$ cat config.mk
export PLATFORM = sky130hd
export DESIGN_NAME = fpu_issue_queue
export DESIGN_NICKNAME = d
export VERILOG_FILES = /design/src/rtl/fpu_issue_queue.sv
export SDC_FILE = /design/constraint.sdc
export NUM_CORES = 1
export LEC_CHECK = 0
export CAP_MARGIN = 0
export CORE_AREA = 8 8 270 168
export CTS_CLUSTER_SIZE = 8
export DETAILED_ROUTE_END_ITERATION = 6
export DIE_AREA = 0 0 278 176
export PLACE_DENSITY = 0.57
export SYNTH_ARGS = -nofsm -noshare
export SYNTH_HDL_FRONTEND = slang
export SYNTH_SLANG_ARGS = --single-unit
$ cat constraint.sdc
create_clock -name clk -period 4.8 [get_ports clk]
set_input_delay 1.2 -clock clk [delete_from_list [all_inputs] [get_ports clk]]
set_output_delay 1.2 -clock clk [all_outputs]
set_load 0.1 [all_outputs]
$ cat src/rtl/fpu_issue_queue.sv
// Request FIFO in front of the single-precision FPU stage: accepts {opcode, operands, tag},
// drops and counts unsupported opcodes, and presents the head entry first-word-fall-through.
module fpu_issue_queue #(
  parameter int         DEPTH  = 4,
  parameter int         TAG_W  = 4,
  parameter logic [6:0] OP_ADD = 7'b0000001,
  parameter logic [6:0] OP_SUB = 7'b0000010,
  parameter logic [6:0] OP_MUL = 7'b0000011
) (
  input  logic                     clk,
  input  logic                     rst,
  input  logic                     flush,
  input  logic                     in_valid,
  output logic                     in_ready,
  input  logic [6:0]               in_opcode,
  input  logic [31:0]              in_data1,
  input  logic [31:0]              in_data2,
  input  logic [TAG_W-1:0]         in_tag,
  output logic                     out_valid,
  input  logic                     out_ready,
  output logic [6:0]               out_opcode,
  output logic [31:0]              out_data1,
  output logic [31:0]              out_data2,
  output logic [TAG_W-1:0]         out_tag,
  output logic [$clog2(DEPTH):0]   count,
  output logic [7:0]               drop_count
);

  localparam int PW = $clog2(DEPTH);
  localparam int CW = PW + 1;

  logic [6:0]       r_op   [DEPTH];
  logic [31:0]      r_d1   [DEPTH];
  logic [31:0]      r_d2   [DEPTH];
  logic [TAG_W-1:0] r_tag  [DEPTH];

  logic [PW-1:0]    r_wr_ptr;
  logic [PW-1:0]    r_rd_ptr;
  logic [CW-1:0]    r_count;
  logic [7:0]       r_drop_count;

  logic w_legal;
  logic w_accept;
  logic w_push;
  logic w_pop;
  logic w_drop;

  // in_ready depends only on stored occupancy, so a pop cannot open a slot in the same cycle.
  assign in_ready  = (r_count < CW'(DEPTH));
  assign out_valid = (r_count != '0);

  assign w_legal  = (in_opcode == OP_ADD) || (in_opcode == OP_SUB) || (in_opcode == OP_MUL);
  assign w_accept = in_valid && in_ready;
  assign w_push   = w_accept && w_legal && !flush;
  assign w_drop   = w_accept && !w_legal;
  assign w_pop    = out_valid && out_ready && !flush;

  always_ff @(posedge clk) begin
    if (rst) begin
      r_wr_ptr     <= '0;
      r_rd_ptr     <= '0;
      r_count      <= '0;
      r_drop_count <= '0;
    end else begin
      // Drops still count during a flush; only queued entries are discarded.
      if (w_drop && (r_drop_count != 8'hFF))
        r_drop_count <= r_drop_count + 8'd1;
      if (flush) begin
        r_wr_ptr <= '0;
        r_rd_ptr <= '0;
        r_count  <= '0;
      end else begin
        if (w_push)
          r_wr_ptr <= r_wr_ptr + 1'b1;
        if (w_pop)
          r_rd_ptr <= r_rd_ptr + 1'b1;
        if (w_push && !w_pop)
          r_count <= r_count + 1'b1;
        else if (!w_push && w_pop)
          r_count <= r_count - 1'b1;
      end
    end
  end

  always_ff @(posedge clk) begin
    if (w_push) begin
      r_op[r_wr_ptr]  <= in_opcode;
      r_d1[r_wr_ptr]  <= in_data1;
      r_d2[r_wr_ptr]  <= in_data2;
      r_tag[r_wr_ptr] <= in_tag;
    end
  end

  assign out_opcode = out_valid ? r_op[r_rd_ptr]  : '0;
  assign out_data1  = out_valid ? r_d1[r_rd_ptr]  : '0;
  assign out_data2  = out_valid ? r_d2[r_rd_ptr]  : '0;
  assign out_tag    = out_valid ? r_tag[r_rd_ptr] : '0;
  assign count      = r_count;
  assign drop_count = r_drop_count;

endmodule
# Word level (Yosys, flattened, before mapping)
# Memories as Yosys holds them, arrays and structs flattened. A register that Yosys moved wholly into a read port is not among the register bits.
# Index checks and enable logic that the tools add are counted.
# op_classes
div_mod_pow,0
n_shift,0
eq_ne,4
magnitude_cmp,1
reduce_logical,18
mux,16
mul,0
n_bitwise,0
n_addsub,5
# op_table
operator,count
$mux 32,2
$mux 2,8
$eq 7x2->1 const B,2
$logic_and 1x1->1,9
$add 8x1->8 const B,1
$ne 8x8->1 const B,1
$eq 7x1->1 const B,1
$mux 7,1
$mux 3,2
$add 2x1->2 const B,2
$logic_not 1->1,4
$mux 4,1
$add 3x1->3 const B,1
$lt 3x3->1 const B,1
$reduce_bool 3->1,1
$sub 3x1->3 const B,1
$logic_or 1x1->1,2
$mux 1,2
$reduce_bool 2->1,1
$reduce_or 2->1,1
# totals
mem_bits_ro,0
mem_count,4
inputBits,80
ram_bits,300
latchBits,0
ff_bits,15
# memory_table
name,depth,width,rd,rd_clocked_by_memory_dff,wr,line_no,rtl
r_d1,4,32,1,1,1,33,logic [31:0] r_d1 [DEPTH];
r_d2,4,32,1,1,1,34,logic [31:0] r_d2 [DEPTH];
r_op,4,7,1,1,1,32,logic [6:0] r_op [DEPTH];
r_tag,4,4,1,1,1,35,logic [TAG_W-1:0] r_tag [DEPTH];

# Logic depth before layout (Yosys ltp)
# Gate-level depths: netlist (run 1).
# logic_depth
ltp_word,9
depth_mapped,9

# Least setup slack after synthesis (run 1)
# Ideal clock, no wire load.
# synth_timing
path_type,reg-to-output
from,register r_count[0] (netlist: count[0])
to,output out_data2[25]
setup_slack_ps,355
t_required_ps,3600
n_path_buf,2
path_stages_with_launch,5
arrival_ps,3245
cell_sequence,dfxtp_1 or3_1 clkbuf_1 clkbuf_1 and2_1
# synth_via
elab_chain_len,2
# synth_lines
item,line_no,rtl
start: declaration,39,logic [CW-1:0] r_count;
start signal: assignment,78,r_count <= r_count + 1'b1;
start signal: assignment,80,r_count <= r_count - 1'b1;
$reduce_bool 3->1,50,assign out_valid = (r_count != '0);
net out_valid,19,"output logic out_valid,"
$mux 32,96,assign out_data2 = out_valid ? r_d2[r_rd_ptr] : '0;
end: declaration,23,"output logic [31:0] out_data2,"
# The timed path passes the listed nets, and every way through them passes these cells.

==> impl_metrics.yaml, run 1 <==
yosys:
  synth_area_leaders: "edfxtp_1 (74%), mux4_2 (14%), and2_1 (4.1%)"
  synth_compound_area_share_pct: 1.15
  yosysMostFrequentCell: "edfxtp_1"
  synth_edf_count: 300
  synth_commonest_cells: "edfxtp_1 (300), and2_1 (80), mux4_2 (75)"
  synthMuxAreaShare_pct: 14.0
  synth-xor-area-share_pct: 0.359
  synth_top_area_share_pct: 73.9
  syn_area_per_cell_um2: 21.4
  synth_nets: 658
  ys_seq_area_share_pct: 76.7
  yosys.area_share.simple_pct: 5.88
  synth_top_family_by_area: "multiplexers"
  synth_cell_types: 38
  ys.flop_type: "edfxtp_1"
  syn-cell-area_um2: 12200
  yosys.area.top_type: "edfxtp_1"
  ys_seq_elements: 317
  synthAdderAreaFrac_pct: 0.780
  syn_inst: 571
  yosysWarnings: 0
  async_flop_share_pct: 0
sta:
  skew_ns: 0.0143
  fin_crit_sh_pct: 78.9
  rsz0062_at_grt: "false"
  postLayoutSetupSlackWorst_ns: 1.01
  post-route-min-period_ns: 3.79
  relSlewSlack_pct: 33.0
  finalHoldViolCount: 0
  max_freq_mhz: 264
  slew_violations: 0
  worstMarginPinSlew_ns: 1.00
  setup-tns-final_ns: 0
  setup_viol: 0
cts:
  clkTransAtPathRegs_ns: 0.05
  cts_buffers: 45
  cts_setup_buffers: 0
  clockBufferDepth: 3
  clock-sinks: 317
  cts-root-buf: "clkbuf_16"
  clock_latency_ns: 0.54
  cts_hold_repair.buffers: 0
  tritoncts: "built"
  h-tree-depth: 2
  cts_resized: 0
worst_setup_path:
  crit_slowest_cell: "dfxtp_4"
  rrSetupSlack_ns: 1.88
  cp_max_fo: 29
  crit_required_ns: 3.60
  cp_top_family: "flip-flops"
  critPathKind: "register to output port"
  worstPathArrival_ns: 2.59
  rr_endpoint: "count[2]"
  ff2ff_path_depth: 9
  cp_cell_sequence: "buf_12, mux4_2, and2_1, buf_4"
  crit_path_end_kind: "output port"
  slowest_delay_ns: 0.70
  critPathBufInv: 2
  rr_startpoint: "count[2]"
  setup.worst_path.start_class: "register"
layout:
  layout.nets: 856
  layout.cells.non_filler: 1330
  drive_above_1_share_pct: 28.9
  area_growth_pct: 29.1
  antenna_cells: 0
worst_hold_path:
  hold_path.class: "register to register"
  min-delay-start: "drop_count[0]"
  hold-path-cell-count: 2
  min_to: "drop_count[0]"
global_route:
  grt_overflow: 0
  use_met3_pct: 3.09
  use_met1_pct: 14.9
  track_usage_pct: 11.4
  busiest_layer: "met2"
  grt_use_met2_pct: 18.9
  grt_pass1_vias: 6780
  grt_pass1_wl_um: 42700
  grt_max_degree: 49
  grt_antenna_before_repair: 0
die:
  core_um2: 41200
  die_h_um: 176
  die_w_um: 278
  io_pins: 168
  row_count: 58
  initial_utilization_pct: 29.6
  dieArea_um2: 48900
power_and_ir_drop:
  ir_worst_vdd_uv: 219
  leakage_nw: 5.08
  powerDensity_nw_per_um2: 384
route:
  drt_pre_antenna_iters: 4
  drt_iter0_markers: 457
  antenna_left: 0
  drc_errors: 0
  wl_per_cell_um: 21.3
  vias_per_cell: 4.62
  totalWireLength_um: 28300
  num_vias: 6144
placed_design:
  place_inst: 1262
  dp_hpwl_um: 17200
  routabilityCongestion: 0.708
  dpl_worst_slack_ns: 0.633
  port-buffer-count: 167
run:
  cap_violations: 0
run_status:
  outcome: "finished clean"
## routing by layer
metal | vias to the layer above | wire (µm)
li1 | 2712 | -
met1 | 3214 | 12600
met2 | 175 | 13600
met3 | 43 | 1630
met4 | 0 | 482
met5 | - | 0
## flip-flops by register name (all words and copies together) (netlist names), named ones only
name        count
count           3
drop_count      8
r_d1          128
r_d2          128
r_op           28
r_rd_ptr        2
r_tag          16
r_wr_ptr        2
## area by class of cell
type                            count  area (µm²)
Clock inverter                      3        37.5
Fill cell                        3737       25500
Multi-Input combinational cell    222        2720
Timing Repair Buffer              179        1720
Inverter                            4        15.0
Sequential cell                   317        9360
Clock buffer                       65        1210
Tap cell                          540         676
## through the flow
| stage | hold slack, ns | util [%] | total power, mW | cell area, µm² |
|---|---|---|---|---|
| after global placement | 0.495 | 35.1 | 3.25 | 14500 |
| after global routing | 0.569 | 38.2 | 6.25 | 15700 |
| after CTS | 0.538 | 38.2 | 6.14 | 15700 |
| final | 0.536 | 38.2 | 6.04 | 15700 |
| after floorplan | 0.485 | - | 3.14 | 12200 |
| after detailed placement | 0.528 | 35.1 | 3.25 | 14500 |
## worst reg2reg max path, delay by kind of cell, from the launching register on
kind / cells / cell delay, ns
AND/OR/NAND/NOR: 3 / 1.27
adder cells (fa/ha/maj): 2 / 0.56
flip-flops: 1 / 0.37
buffers and inverters: 2 / 0.37
XOR/XNOR: 1 / 0.15
AO/OA/AOI/OAI: 1 / 0.14
## logic make-up (layout without fill, tap and decap cells)
kind of cell,count (synthesis),count (layout)
AO/OA/AOI/OAI,22,22
buffers and inverters,32,251
XOR/XNOR,5,5
multiplexers,77,77
flip-flops,317,317
AND/OR/NAND/NOR,111,111
adder cells (fa/ha/maj),7,7
## power breakdown
| part | leakage (nW) | switching (mW) | internal, mW |
|---|---|---|---|
| registers | 2.83 | 0.00234 | 3.03 |
| logic | 1.64 | 0.0891 | 0.0725 |
| clock network | 0.603 | 1.12 | 1.73 |
| total | 5.08 | 1.21 | 4.83 |
## how the worst max path moves through the flow
stage,start,end,slack (ns),cells past startpoint
after CTS,register,out_data2[24],0.88,4
after detailed placement,in_opcode[3],count[2],0.63,9
after global routing,register,out_data2[24],0.82,4
after floorplan,count[0],out_data2[25],0.35,4
final,register,out_data2[24],1.01,4
after global placement,in_opcode[3],count[2],0.62,9
## cells in the final DEF, fill, tap and decap left out, drive strengths merged, types with 7 or more instances in the layout
cell type,count
buf,88
edfxtp,300
inv,7
dfxtp,17
clkdlybuf4s50,91
and2,80
mux4,75
clkbuf,65
a21oi,8
nor2,8
(Power assumes the default switching activity.)
==> inputs of run 2 (changes only) <==
==> constraint.sdc (replaced) <==
create_clock -name clk -period 3.75 [get_ports clk]
set_input_delay 0.9375 -clock clk [delete_from_list [all_inputs] [get_ports clk]]
set_output_delay 0.9375 -clock clk [all_outputs]
set_load 0.1 [all_outputs]
==> run 2 against run 1 <==
- sequential power is 28% higher
- combinational power is 27% higher
- flip-flop and latch count stayed put
- total power is 27% higher
- critical path depth stayed put
- sequential share of layout area is 0.095 points lower
- global-route usage is 0.38 points lower
- highest routed layer is now met5
==> impl_metrics.yaml, run 2 (synthesis gave the netlist of run 1 again) <==
run_status:
  outcome: "finished clean"
layout:
  layout.nets: 864
  final_common_cell: "edfxtp_1"
  antenna_cells: 0
  reg.largest.list: "r_d1 x128, r_d2 x128, r_op x28"
  final_cell_mix: "edfxtp_1 (300), buf_4 (90), clkdlybuf4s50_1 (86)"
  area_growth_pct: 29.3
  fill_cells: 3733
  final_util_pct: 38.2
  drive_above_1_share_pct: 30.1
route:
  drt_iter0_markers: 337
  vias_per_cell: 4.51
  num_vias: 6032
  antenna_left: 0
  totalWireLength_um: 27100
  wl_per_cell_um: 20.2
  drt_pre_antenna_iters: 4
  drc_errors: 0
worst_setup_path:
  setup.worst_path.start_class: "register"
  cp_max_fo: 31
  crit_slowest_cell: "mux4_2"
  worstPathArrival_ns: 2.49
  slowest_delay_ns: 0.60
  cp_cell_sequence: "buf_12, mux4_2, and2_1, buf_4"
  crit_required_ns: 2.81
  critPathKind: "register to output port"
  crit_path_end_kind: "output port"
  rr_startpoint: "count[2]"
cts:
  cts_resized: 0
  h-tree-depth: 2
  cts_buffers: 45
  tritoncts: "built"
  clockBufferDepth: 3
  clock_latency_ns: 0.54
  cts_setup_buffers: 0
  cts-root-buf: "clkbuf_16"
  cts_hold_repair.buffers: 0
  clkTransAtPathRegs_ns: 0.05
  clock-sinks: 317
die:
  core_um2: 41200
  die_h_um: 176
  dieArea_um2: 48900
  row_count: 58
  initial_utilization_pct: 29.6
  io_pins: 168
  die_w_um: 278
power_and_ir_drop:
  ir_worst_vdd_uv: 288
  powerDensity_nw_per_um2: 488
  leakage_nw: 5.12
sta:
  fin_crit_sh_pct: 91.4
  relSlewSlack_pct: 33.8
  finalHoldViolCount: 0
  postLayoutSetupSlackWorst_ns: 0.321
  slew_violations: 0
  post-route-min-period_ns: 3.43
  holdWs_ns: 0.520
  rsz0062_at_grt: "false"
  setup_viol: 0
  setup-tns-final_ns: 0
  max_freq_mhz: 292
  skew_ns: 0.00957
  worstMarginPinSlew_ns: 0.991
global_route:
  grt_max_degree: 40
  track_usage_pct: 11.0
  grt_overflow: 0
  grt_antenna_before_repair: 1
  grt_pass1_wl_um: 41600
  grt_pass1_vias: 6783
placed_design:
  routabilityCongestion: 0.687
  dpl_worst_slack_ns: 0.0882
  port-buffer-count: 167
  dp_hpwl_um: 16800
worst_hold_path:
  hold_path.class: "register to register"
  min-delay-start: "drop_count[1]"
run:
  cap_violations: 0
## run 2: cell types whose count changed in the layout (fill, tap and decap cells not counted), sizes merged
cell,before,now
buf,88,101
clkdlybuf4s50,91,86
## run 2: worst paths after layout
| path | end | slack, ns | cells past startpoint |
|---|---|---|---|
| setup / recovery | out_data1[21] | 0.32 | 4 |
| hold / removal | drop_count[1] | 0.52 | 2 |
| setup reg to reg | count[2] | 1.12 | 8 |
| hold reg to reg | drop_count[1] | 0.52 | 2 |
## run 2: area by class of cell
type	count	area, µm²	share of cell area [%]
clock buffer	65	1200	7.62
tap	540	676	4.29
inverter	4	15.0	0.0953
clock inverter	3	37.5	0.238
timing repair buffer	187	1760	11.1
sequential	317	9360	59.4
multi-input combinational	222	2720	17.2
## run 2: metal layers
layer | share of wire [%] | track usage [%] | vias to the layer above
li1 | - | - | 2736
met1 | 44 | 14.0 | 3102
met5 | 0.048 | 0 | -
met3 | 5.0 | 3.01 | 50
met2 | 49 | 18.4 | 142
met4 | 2.4 | 3.36 | 2
## run 2: where the power goes
group | internal, mW | switching [mW] | leakage [nW]
Sequential | 3.88 | 0.00267 | 2.83
Combinational | 0.0944 | 0.112 | 1.69
Clock | 2.19 | 1.41 | 0.597
## run 2: metrics by stage
stage          cell area [µm²]  cells  power [mW]
2_1_floorplan            12200    571        4.02
3_3_place_gp             14500   1270        4.15
3_5_place_dp             14500   1270        4.16
4_1_cts                  15800   1338        7.82
5_1_grt                  15800   1338        7.97
6_report                 15800   1338        7.69
## run 2: worst max-delay path, delay by kind of cell, from the launching register on
family                 cells  cell delay (ns)
and+or+nand+nor            1             0.19
buffers and inverters      2             0.55
DFF                        1             0.58
muxes                      1             0.60
